`src/rtl/axi_dma_burst_splitter.sv`:
```
// axi_dma_burst_splitter: splits one DMA command into AXI address bursts bounded by MAX_BURST_LEN and 4 KB pages; define AXI_DMA_SPLITTER_STATS_EN for burst statistics
module axi_dma_burst_splitter #(
    parameter int ADDR_WD       = 32,
    parameter int DATA_WD       = 64,
    parameter int MAX_BURST_LEN = 256,
    parameter int USE_DST       = 0
) (
    input  logic               clk,
    input  logic               rst,
    input  logic               cmd_valid,
    output logic               cmd_ready,
    input  logic [ADDR_WD-1:0] cmd_src_addr,
    input  logic [ADDR_WD-1:0] cmd_dst_addr,
    input  logic [1:0]         cmd_burst,
    input  logic [ADDR_WD-1:0] cmd_len,
    input  logic [2:0]         cmd_size,
    output logic               ax_valid,
    input  logic               ax_ready,
    output logic [ADDR_WD-1:0] ax_addr,
    output logic [7:0]         ax_len,
    output logic [2:0]         ax_size,
    output logic [1:0]         ax_burst,
    output logic               done,
    output logic               err
`ifdef AXI_DMA_SPLITTER_STATS_EN
    ,
    output logic [15:0]        burst_cnt,
    output logic [15:0]        last_cmd_bursts
`endif
);
    typedef enum logic [1:0] {IDLE, CHECK, CALC, ISSUE} state_t;
    localparam int MAX_SIZE  = $clog2(DATA_WD / 8);
    localparam int CAP_FIXED = MAX_BURST_LEN < 16 ? MAX_BURST_LEN : 16;
    state_t state, state_nxt;
    logic [ADDR_WD-1:0] addr, rem, aligned;
    logic [2:0]  size_q;
    logic [1:0]  burst_q;
    logic [12:0] beats, beats_c, bnd, cap, lim;
    logic        bad, last, hs;
    assign cmd_ready = state == IDLE && !rst;
    assign ax_valid  = state == ISSUE;
    assign hs        = ax_valid && ax_ready;
    assign ax_size   = size_q;
    assign ax_burst  = burst_q;
    assign aligned   = addr & ~((ADDR_WD'(1) << size_q) - ADDR_WD'(1));
    assign bnd       = (13'd4096 - {1'b0, aligned[11:0]}) >> size_q;
    assign cap       = burst_q == 2'd1 ? 13'(MAX_BURST_LEN) : 13'(CAP_FIXED);
    assign lim       = (burst_q == 2'd1 && bnd < cap) ? bnd : cap;
    assign beats_c   = rem < ADDR_WD'(lim) ? rem[12:0] : lim;
    assign bad       = burst_q[1] || size_q > 3'(MAX_SIZE);
    assign last      = rem == ADDR_WD'(beats);
    // state register
    always_ff @(posedge clk) begin
        if (rst) state <= IDLE;
        else     state <= state_nxt;
    end
    // next-state: accept, validate, size a burst, hold it until accepted
    always_comb begin
        state_nxt = state;
        case (state)
            IDLE:    state_nxt = cmd_valid ? CHECK : IDLE;
            CHECK:   state_nxt = (bad || rem == '0) ? IDLE : CALC;
            CALC:    state_nxt = ISSUE;
            ISSUE:   state_nxt = hs ? (last ? IDLE : CALC) : ISSUE;
            default: state_nxt = IDLE;
        endcase
    end
    // command latch, burst sizing, progress tracking and completion pulses
    always_ff @(posedge clk) begin
        if (rst) begin
            addr    <= '0;
            rem     <= '0;
            size_q  <= '0;
            burst_q <= '0;
            beats   <= '0;
            ax_addr <= '0;
            ax_len  <= '0;
            done    <= 1'b0;
            err     <= 1'b0;
        end else begin
            done <= 1'b0;
            err  <= 1'b0;
            case (state)
                IDLE: if (cmd_valid) begin
                    addr    <= USE_DST != 0 ? cmd_dst_addr : cmd_src_addr;
                    rem     <= cmd_len;
                    size_q  <= cmd_size;
                    burst_q <= cmd_burst;
                end
                CHECK: begin
                    done <= bad || rem == '0;
                    err  <= bad;
                end
                CALC: begin
                    ax_addr <= addr;
                    ax_len  <= 8'(beats_c - 13'd1);
                    beats   <= beats_c;
                end
                ISSUE: if (hs) begin
                    rem  <= rem - ADDR_WD'(beats);
                    addr <= burst_q == 2'd1 ? aligned + (ADDR_WD'(beats) << size_q) : addr;
                    done <= last;
                end
                default: ;
            endcase
        end
    end
`ifdef AXI_DMA_SPLITTER_STATS_EN
    logic [15:0] cmd_bursts;
    // saturating handshake counters; per-command count published with done
    always_ff @(posedge clk) begin
        if (rst) begin
            burst_cnt       <= '0;
            cmd_bursts      <= '0;
            last_cmd_bursts <= '0;
        end else begin
            if (hs && burst_cnt != 16'hFFFF) burst_cnt <= burst_cnt + 16'd1;
            if (cmd_valid && cmd_ready) cmd_bursts <= '0;
            else if (hs && cmd_bursts != 16'hFFFF) cmd_bursts <= cmd_bursts + 16'd1;
            if (state == CHECK && (bad || rem == '0)) last_cmd_bursts <= '0;
            else if (hs && last) last_cmd_bursts <= cmd_bursts + 16'd1;
        end
    end
`endif
endmodule

```
`config.mk`:
```
export PLATFORM = sky130hd
export DESIGN_NAME = axi_dma_burst_splitter
export DESIGN_NICKNAME = d
export VERILOG_FILES = /design/src/rtl/axi_dma_burst_splitter.sv
export SDC_FILE = /design/constraint.sdc
export NUM_CORES = 1
export LEC_CHECK = 0
export CAP_MARGIN = 20
export CORE_MARGIN = 1
export CORE_UTILIZATION = 55
export DETAILED_ROUTE_END_ITERATION = 8
export PLACE_DENSITY_LB_ADDON = 0.1
export SLEW_MARGIN = 20
export SYNTH_ARGS = -nofsm -noshare
export SYNTH_HDL_FRONTEND = slang
export SYNTH_SLANG_ARGS = --single-unit
```
`constraint.sdc`:
```
create_clock -name clk -period 9.6 [get_ports clk]
set_input_delay 1.92 -clock clk [delete_from_list [all_inputs] [get_ports clk]]
set_output_delay 1.92 -clock clk [all_outputs]
set_load 0.1 [all_outputs]
```
Yosys cells after proc, flatten, opt, wreduce, memory -nomap -nowiden
Cells that the tools add are included.
Widths: inputs -> output; s select.
{"block": "totals", "regBits": 126, "inputBits": 105, "output_inout_bits": 49, "wordCells": 62}
{"block": "classes", "n_addsub": 5, "n_lt_le_gt_ge": 3, "eq_ne": 8, "n_shift": 3, "muxes": 17, "bitwise_logic": 3, "n_reduce_logical": 13}
{"operator": "$mux 32", "count": 5}
{"operator": "$pmux 32 s2", "count": 2}
{"operator": "$add 32x32->32", "count": 1}
{"operator": "$and 32x32->32", "count": 1}
{"operator": "$eq 32x13->1", "count": 1}
{"operator": "$logic_not 32->1", "count": 1}
{"operator": "$lt 32x13->1", "count": 1}
{"operator": "$not 32->32", "count": 1}
{"operator": "$shl 1x3->32 const A", "count": 1}
{"operator": "$shl 13x3->32", "count": 1}
{"operator": "$sub 32x1->32 const B", "count": 1}
{"operator": "$sub 32x13->32", "count": 1}
{"operator": "$mux 13", "count": 2}
{"operator": "$lt 13x9->1", "count": 1}
{"operator": "$shr 13x3->13", "count": 1}
{"operator": "$sub 13x12->13 const A", "count": 1}
{"operator": "$mux 9", "count": 1}
{"operator": "$pmux 2 s4", "count": 1}
{"operator": "$sub 8x1->8 const B", "count": 1}
{"operator": "$mux 2", "count": 3}
{"operator": "$eq 2x1->1 const B", "count": 2}
{"operator": "$eq 2x2->1 const B", "count": 2}
{"operator": "$ne 2x1->1 const B", "count": 2}
{"operator": "$reduce_and 4->1", "count": 1}
{"operator": "13 further kinds", "count": 17}

Depth between registers and ports, before layout
{"block": "depth", "word_depth": 12, "ltp_mapped": 39, "depth_no_buf": 35}

Worst setup path after synthesis
Ideal clock, no wire load.
{"block": "synth_path", "path_kind": "reg-to-reg", "from": "reg size_q[1], in the netlist ax_size[1]", "to": "reg ax_len[6]", "setup_ns": 0.134, "arrival_time_ns": 7.556, "required_time_ns": 9.466, "path_slack_ns": 1.910, "path_stages_with_launch": 38, "n_path_buf": 5, "path_cell_list": "dfxtp_1 -> buf_4 -> clkbuf_1 -> clkbuf_1 -> nor2_1 -> and3_1 -> inv_1 -> ha_1 -> o211ai_1 -> buf_2 -> nor3_1 -> xnor2_1 -> o211ai_1 -> o32a_1 -> nor2_1 -> a41o_1 -> ha_1 -> nor3_1 -> [2 not listed] -> nor2_1 -> nand2_1 -> o22a_1 -> ha_1 -> a21o_1 -> a21o_1 -> a21oi_1 -> nand2_1 -> nor4_1 -> a41oi_1 -> and2_4 -> buf_6 -> mux2_2 -> ha_1 -> inv_1 -> a211oi_2 -> xor2_1 -> a21oi_1"}
{"block": "synth_via", "elab_chain_cells": 12}
{"element": "start: declaration", "line": "36", "rtl": "logic [2:0] size_q;"}
{"element": "start signal: assignment", "line": "87", "rtl": "size_q <= cmd_size;"}
{"element": "$shl 1x3->32", "line": "45", "rtl": "assign aligned = addr & ~((ADDR_WD'(1) << size_q) - ADDR_WD'(1));"}
{"element": "$sub 32x1->32", "line": "45"}
{"element": "$not 32->32", "line": "45"}
{"element": "$and 32x32->32", "line": "45"}
{"element": "$sub 13x12->13", "line": "46", "rtl": "assign bnd = (13'd4096 - {1'b0, aligned[11:0]}) >> size_q;"}
{"element": "$shr 13x3->13 (*)", "line": "46"}
{"element": "$lt 13x9->1", "line": "48", "rtl": "assign lim = (burst_q == 2'd1 && bnd < cap) ? bnd : cap;"}
{"element": "$logic_and 1x1->1", "line": "48"}
{"element": "$mux 13 (*)", "line": "48"}
{"element": "$lt 32x13->1", "line": "49", "rtl": "assign beats_c = rem < ADDR_WD'(lim) ? rem[12:0] : lim;"}
{"element": "$mux 13 (*)", "line": "49"}
{"element": "$sub 8x1->8 (*)", "line": "96", "rtl": "ax_len <= 8'(beats_c - 13'd1);"}
{"element": "end signal: assignment", "line": "96"}
{"element": "end: declaration", "line": "20", "rtl": "output logic [7:0] ax_len,"}
Every way passes the cells marked *; elsewhere a longest branch is shown, timed or not.
A chain may end at the register's enable or synchronous reset.

Final worst setup path
Ends and elaborated chain as after synthesis.

==> summary.txt <==
Setup path
  • Setup CP Type: register to register
  • Reg2Reg Setup Slack: 1.50 ns
  • CP Data Required Time: 9.88 ns
  • CP max FO: 11
  • Most frequent CP cell: ha_1
  • Reg2reg start: ax_size[1]
  • CP delay by family, top: compound AO/OA/AOI/OAI gates
  • Critical path arrival: 8.38 ns
  • CP max stage delay: 0.55 ns
  • Max stage delay cell, worst path: a211oi_1
  • R2R cell count: 31
  • CP Launch Type: register
  • Buffers plus inverters on the worst setup path: 2
  • CP endpoint kind: register
  • Reg-to-Reg End: ax_len[6]

Pwr
  • Clk network pwr share: 0.339
  • Comb pwr share: 0.338
  • Max VDD drop: 0.000140 V
  • Flop pwr share: 0.323
  • Internal Pwr Total: 1.21 mW
  • Switching share of power: 0.372
  • Leak: 4.22 nW
  • Net Sw Power: 0.718 mW
  • Pwr/cell area: 172 mW/mm²

Timing
  • Skew final: 0.0107 ns
  • Final Hold Viols: 0
  • Slew Viols, Final: 0
  • Minimum clock period: 8.10 ns
  • Worst hold slack: 0.451 ns
  • Slew headroom: 0.300
  • Fin crit share: 0.844
  • Fmax: 0.123 GHz
  • Final-report setup violation count: 0
  • RSZ-0062 raised after global routing: no
  • Setup_tns: 0 ns
  • Worst slew pin tran: 1.04 ns

Global route
  • First-pass GRT wire length: 45700 µm
  • Pin count of the biggest net entering global routing: 78
  • Vias in the first global route: 9046
  • Total global-route track usage: 0.320
  • GR Overflow Total: 0
  • Initial antenna violation count: 0

Synthesis
  • Post-synthesis sequential area ratio: 0.267
  • Syn_area_per_cell: 7.29 µm²
  • Main flop type after synthesis: dfxtp_1
  • FF+latch count, synth: 126
  • Cell Area, Synth: 0.00946 mm²
  • Post-synth EDFFs: 0
  • Asr flop ratio synth: 0
  • Post-synthesis instance total: 1297
  • Yosys cell types: 93
  • Yosys Warn Count: 0

Drt
  • Number of remaining DRC errors: 0
  • Routed vias/inst: 6.27
  • Routed Antenna Nets: 0
  • Number of DRC markers in iteration 0: 826
  • DR pass1 iterations: 5
  • Met3 WL: 1820 µm
  • Via count: 9913
  • WL met1: 12500 µm
  • Post-Route WL: 28400 µm
  • DR top layer: met4
  • Routed WL per cell: 17.9 µm
  • Met2 wire length: 13200 µm

Layout
  • Register area: 0.00252 mm²
  • Most frequent cells in the layout: nand2_1, dfxtp_1, clkdlybuf4s50_1
  • Commonest non-fill, non-tap cell in the layout: nand2_1
  • Design Area, Final: 0.0113 mm²
  • Post-Layout Cell Count: 1582
  • Area delta synth->final: 18.9%
  • Filler instances: 1480
  • Area occupied by multi-input gates: 0.00635 mm²
  • Nets: 1507
  • Layout cell share with drive strength beyond 1: 0.0698
  • Diode count: 0

Clock network
  • CTS Buf Count: 17
  • Cts repair resizes: 0
  • Clock tree buffer depth: 2
  • Hold buffer count at CTS: 0
  • Clock-pin slew on the worst setup and hold paths: 0.06 ns
  • Clk root buf: clkbuf_16
  • Clk Latency, worst-skew pair: 0.43 ns
  • H-tree lvl count: 4
  • CTS Sinks: 126
  • CTS tree: built
  • Postcts setup bufs: 0

Floorplanning
  • Core area: 0.0167 mm²
  • IO Pins: 154
  • Die Height: 133 µm
  • Row count: 47
  • Die area: 0.0177 mm²
  • Starting Density: 0.566
  • Die outline width: 133 µm

Placed design
  • Dpl hpwl: 19800 µm
  • IO buf count: 121
  • Gpl congestion: 0.945
  • Placed Area: 0.0107 mm²
  • Cell total after placement: 1552

Run status
  • Status: finished, final reports clean

Min path
  • Hold WC Path Type: register to register
  • Min-delay src: ax_addr[16]
  • WHS Endpoint: ax_addr[16]
  • WHS Path Cells: 2

Job
  • MaxCap Viol Count: 0
-- layout make-up --
class | instances | share of cell area
multi-input cells | 1015 | 0.564
flip-flops and latches | 126 | 0.224
repair buffers | 136 | 0.117
clock buffers | 19 | 0.0385
well taps | 220 | 0.0245
inverters | 55 | 0.0183
clock inverters | 11 | 0.0129
-- stage by stage --
step	setup WS [ns]	total power, mW	util
floorplan	1.91	1.11	-
global placement	1.73	1.26	0.639
detailed placement	1.69	1.27	0.639
CTS	1.62	1.92	0.674
global route	0.982	2.02	0.674
finish	1.50	1.93	0.674
-- Yosys cell counts (4+ instances only) --
cell / instances / area share
nor2b_1: 17 / 0.011
a22oi_1: 6 / 0.0048
nor3b_1: 6 / 0.0048
nor3_1: 43 / 0.023
a221oi_1: 5 / 0.0046
clkbuf_1: 89 / 0.035
a21boi_0: 7 / 0.0056
o211ai_1: 16 / 0.013
nor4_1: 7 / 0.0046
o21ai_0: 86 / 0.045
ha_1: 49 / 0.065
o31ai_1: 10 / 0.0079
o32ai_1: 5 / 0.0046
a2111oi_0: 4 / 0.0037
o21ai_1: 5 / 0.0026
o22ai_1: 6 / 0.0040
nor2_1: 116 / 0.046
xnor2_1: 19 / 0.018
or3_1: 10 / 0.0066
a21oi_1: 102 / 0.054
and2_1: 9 / 0.0060
buf_1: 5 / 0.0020
mux2i_1: 13 / 0.014
dfxtp_1: 126 / 0.27
inv_1: 55 / 0.022
o21a_1: 5 / 0.0040
and4_1: 6 / 0.0056
a311oi_1: 20 / 0.019
or2_2: 10 / 0.0066
and3_1: 16 / 0.011
nand2b_1: 18 / 0.012
xor2_1: 7 / 0.0065
a21o_1: 16 / 0.013
buf_2: 8 / 0.0042
nand2_1: 186 / 0.074
a31oi_1: 13 / 0.0086
a211oi_2: 4 / 0.0053
nand4_1: 9 / 0.0060
nand3_1: 27 / 0.014
a211o_1: 5 / 0.0046
a211oi_1: 47 / 0.037
-- layer usage --
metal  vias up  GRT usage
li1       4809          -
met1      4627      0.420
met2       416      0.530
met3        61     0.0468
met4         0      0.126
met5         -          0
-- power by group through the flow --
stage / combinational, mW / clock (mW) / sequential, mW
after floorplan: 0.440 / 0 / 0.666
after global placement: 0.628 / 0 / 0.632
after detailed placement: 0.636 / 0 / 0.632
after CTS: 0.642 / 0.657 / 0.621
after global routing: 0.710 / 0.684 / 0.629
final: 0.652 / 0.655 / 0.624
-- worst max-delay path by stage --
stage                     startpoint         to  depth (start not counted)
final                     ax_size[1]  ax_len[6]                         31
after global routing      ax_size[1]  ax_len[6]                         31
after CTS                 ax_size[1]  ax_len[6]                         31
after detailed placement  ax_size[1]  ax_len[6]                         31
after global placement    ax_size[1]  ax_len[6]                         31
after floorplan           ax_size[1]  ax_len[6]                         37
-- worst register-to-register path: cells and delay by family, from the launching register on --
family / cells / cell delay, ns
xor gates and xnor gates: 1 / 0.17
buffers and inverters: 2 / 0.17
AOI/OAI and AO/OA: 13 / 3.28
adders and majority gates: 4 / 1.23
and+or+nand+nor: 11 / 2.72
DFF: 1 / 0.40
-- cells by family (layout without fill, tap and decap cells) --
family | Yosys count | count (layout) | synth area share
multiplexers | 18 | 18 | 0.0205
other | 1 | 4 | 0.000396
AO/OA/AOI/OAI | 417 | 417 | 0.300
AND/OR/NAND/NOR | 499 | 499 | 0.254
flip-flops | 126 | 126 | 0.267
buffers and inverters | 159 | 221 | 0.0653
adder cells (fa/ha/maj) | 51 | 51 | 0.0690
XOR/XNOR | 26 | 26 | 0.0241
-- sequential cells by signal (all words and copies together), names as in the netlist --
name	count
ax_addr	32
done	1
rem	32
err	1
beats	13
ax_size	3
ax_len	8
state	2
addr	32
ax_burst	2
No activity file was read; power rests on OpenSTA's default activity.
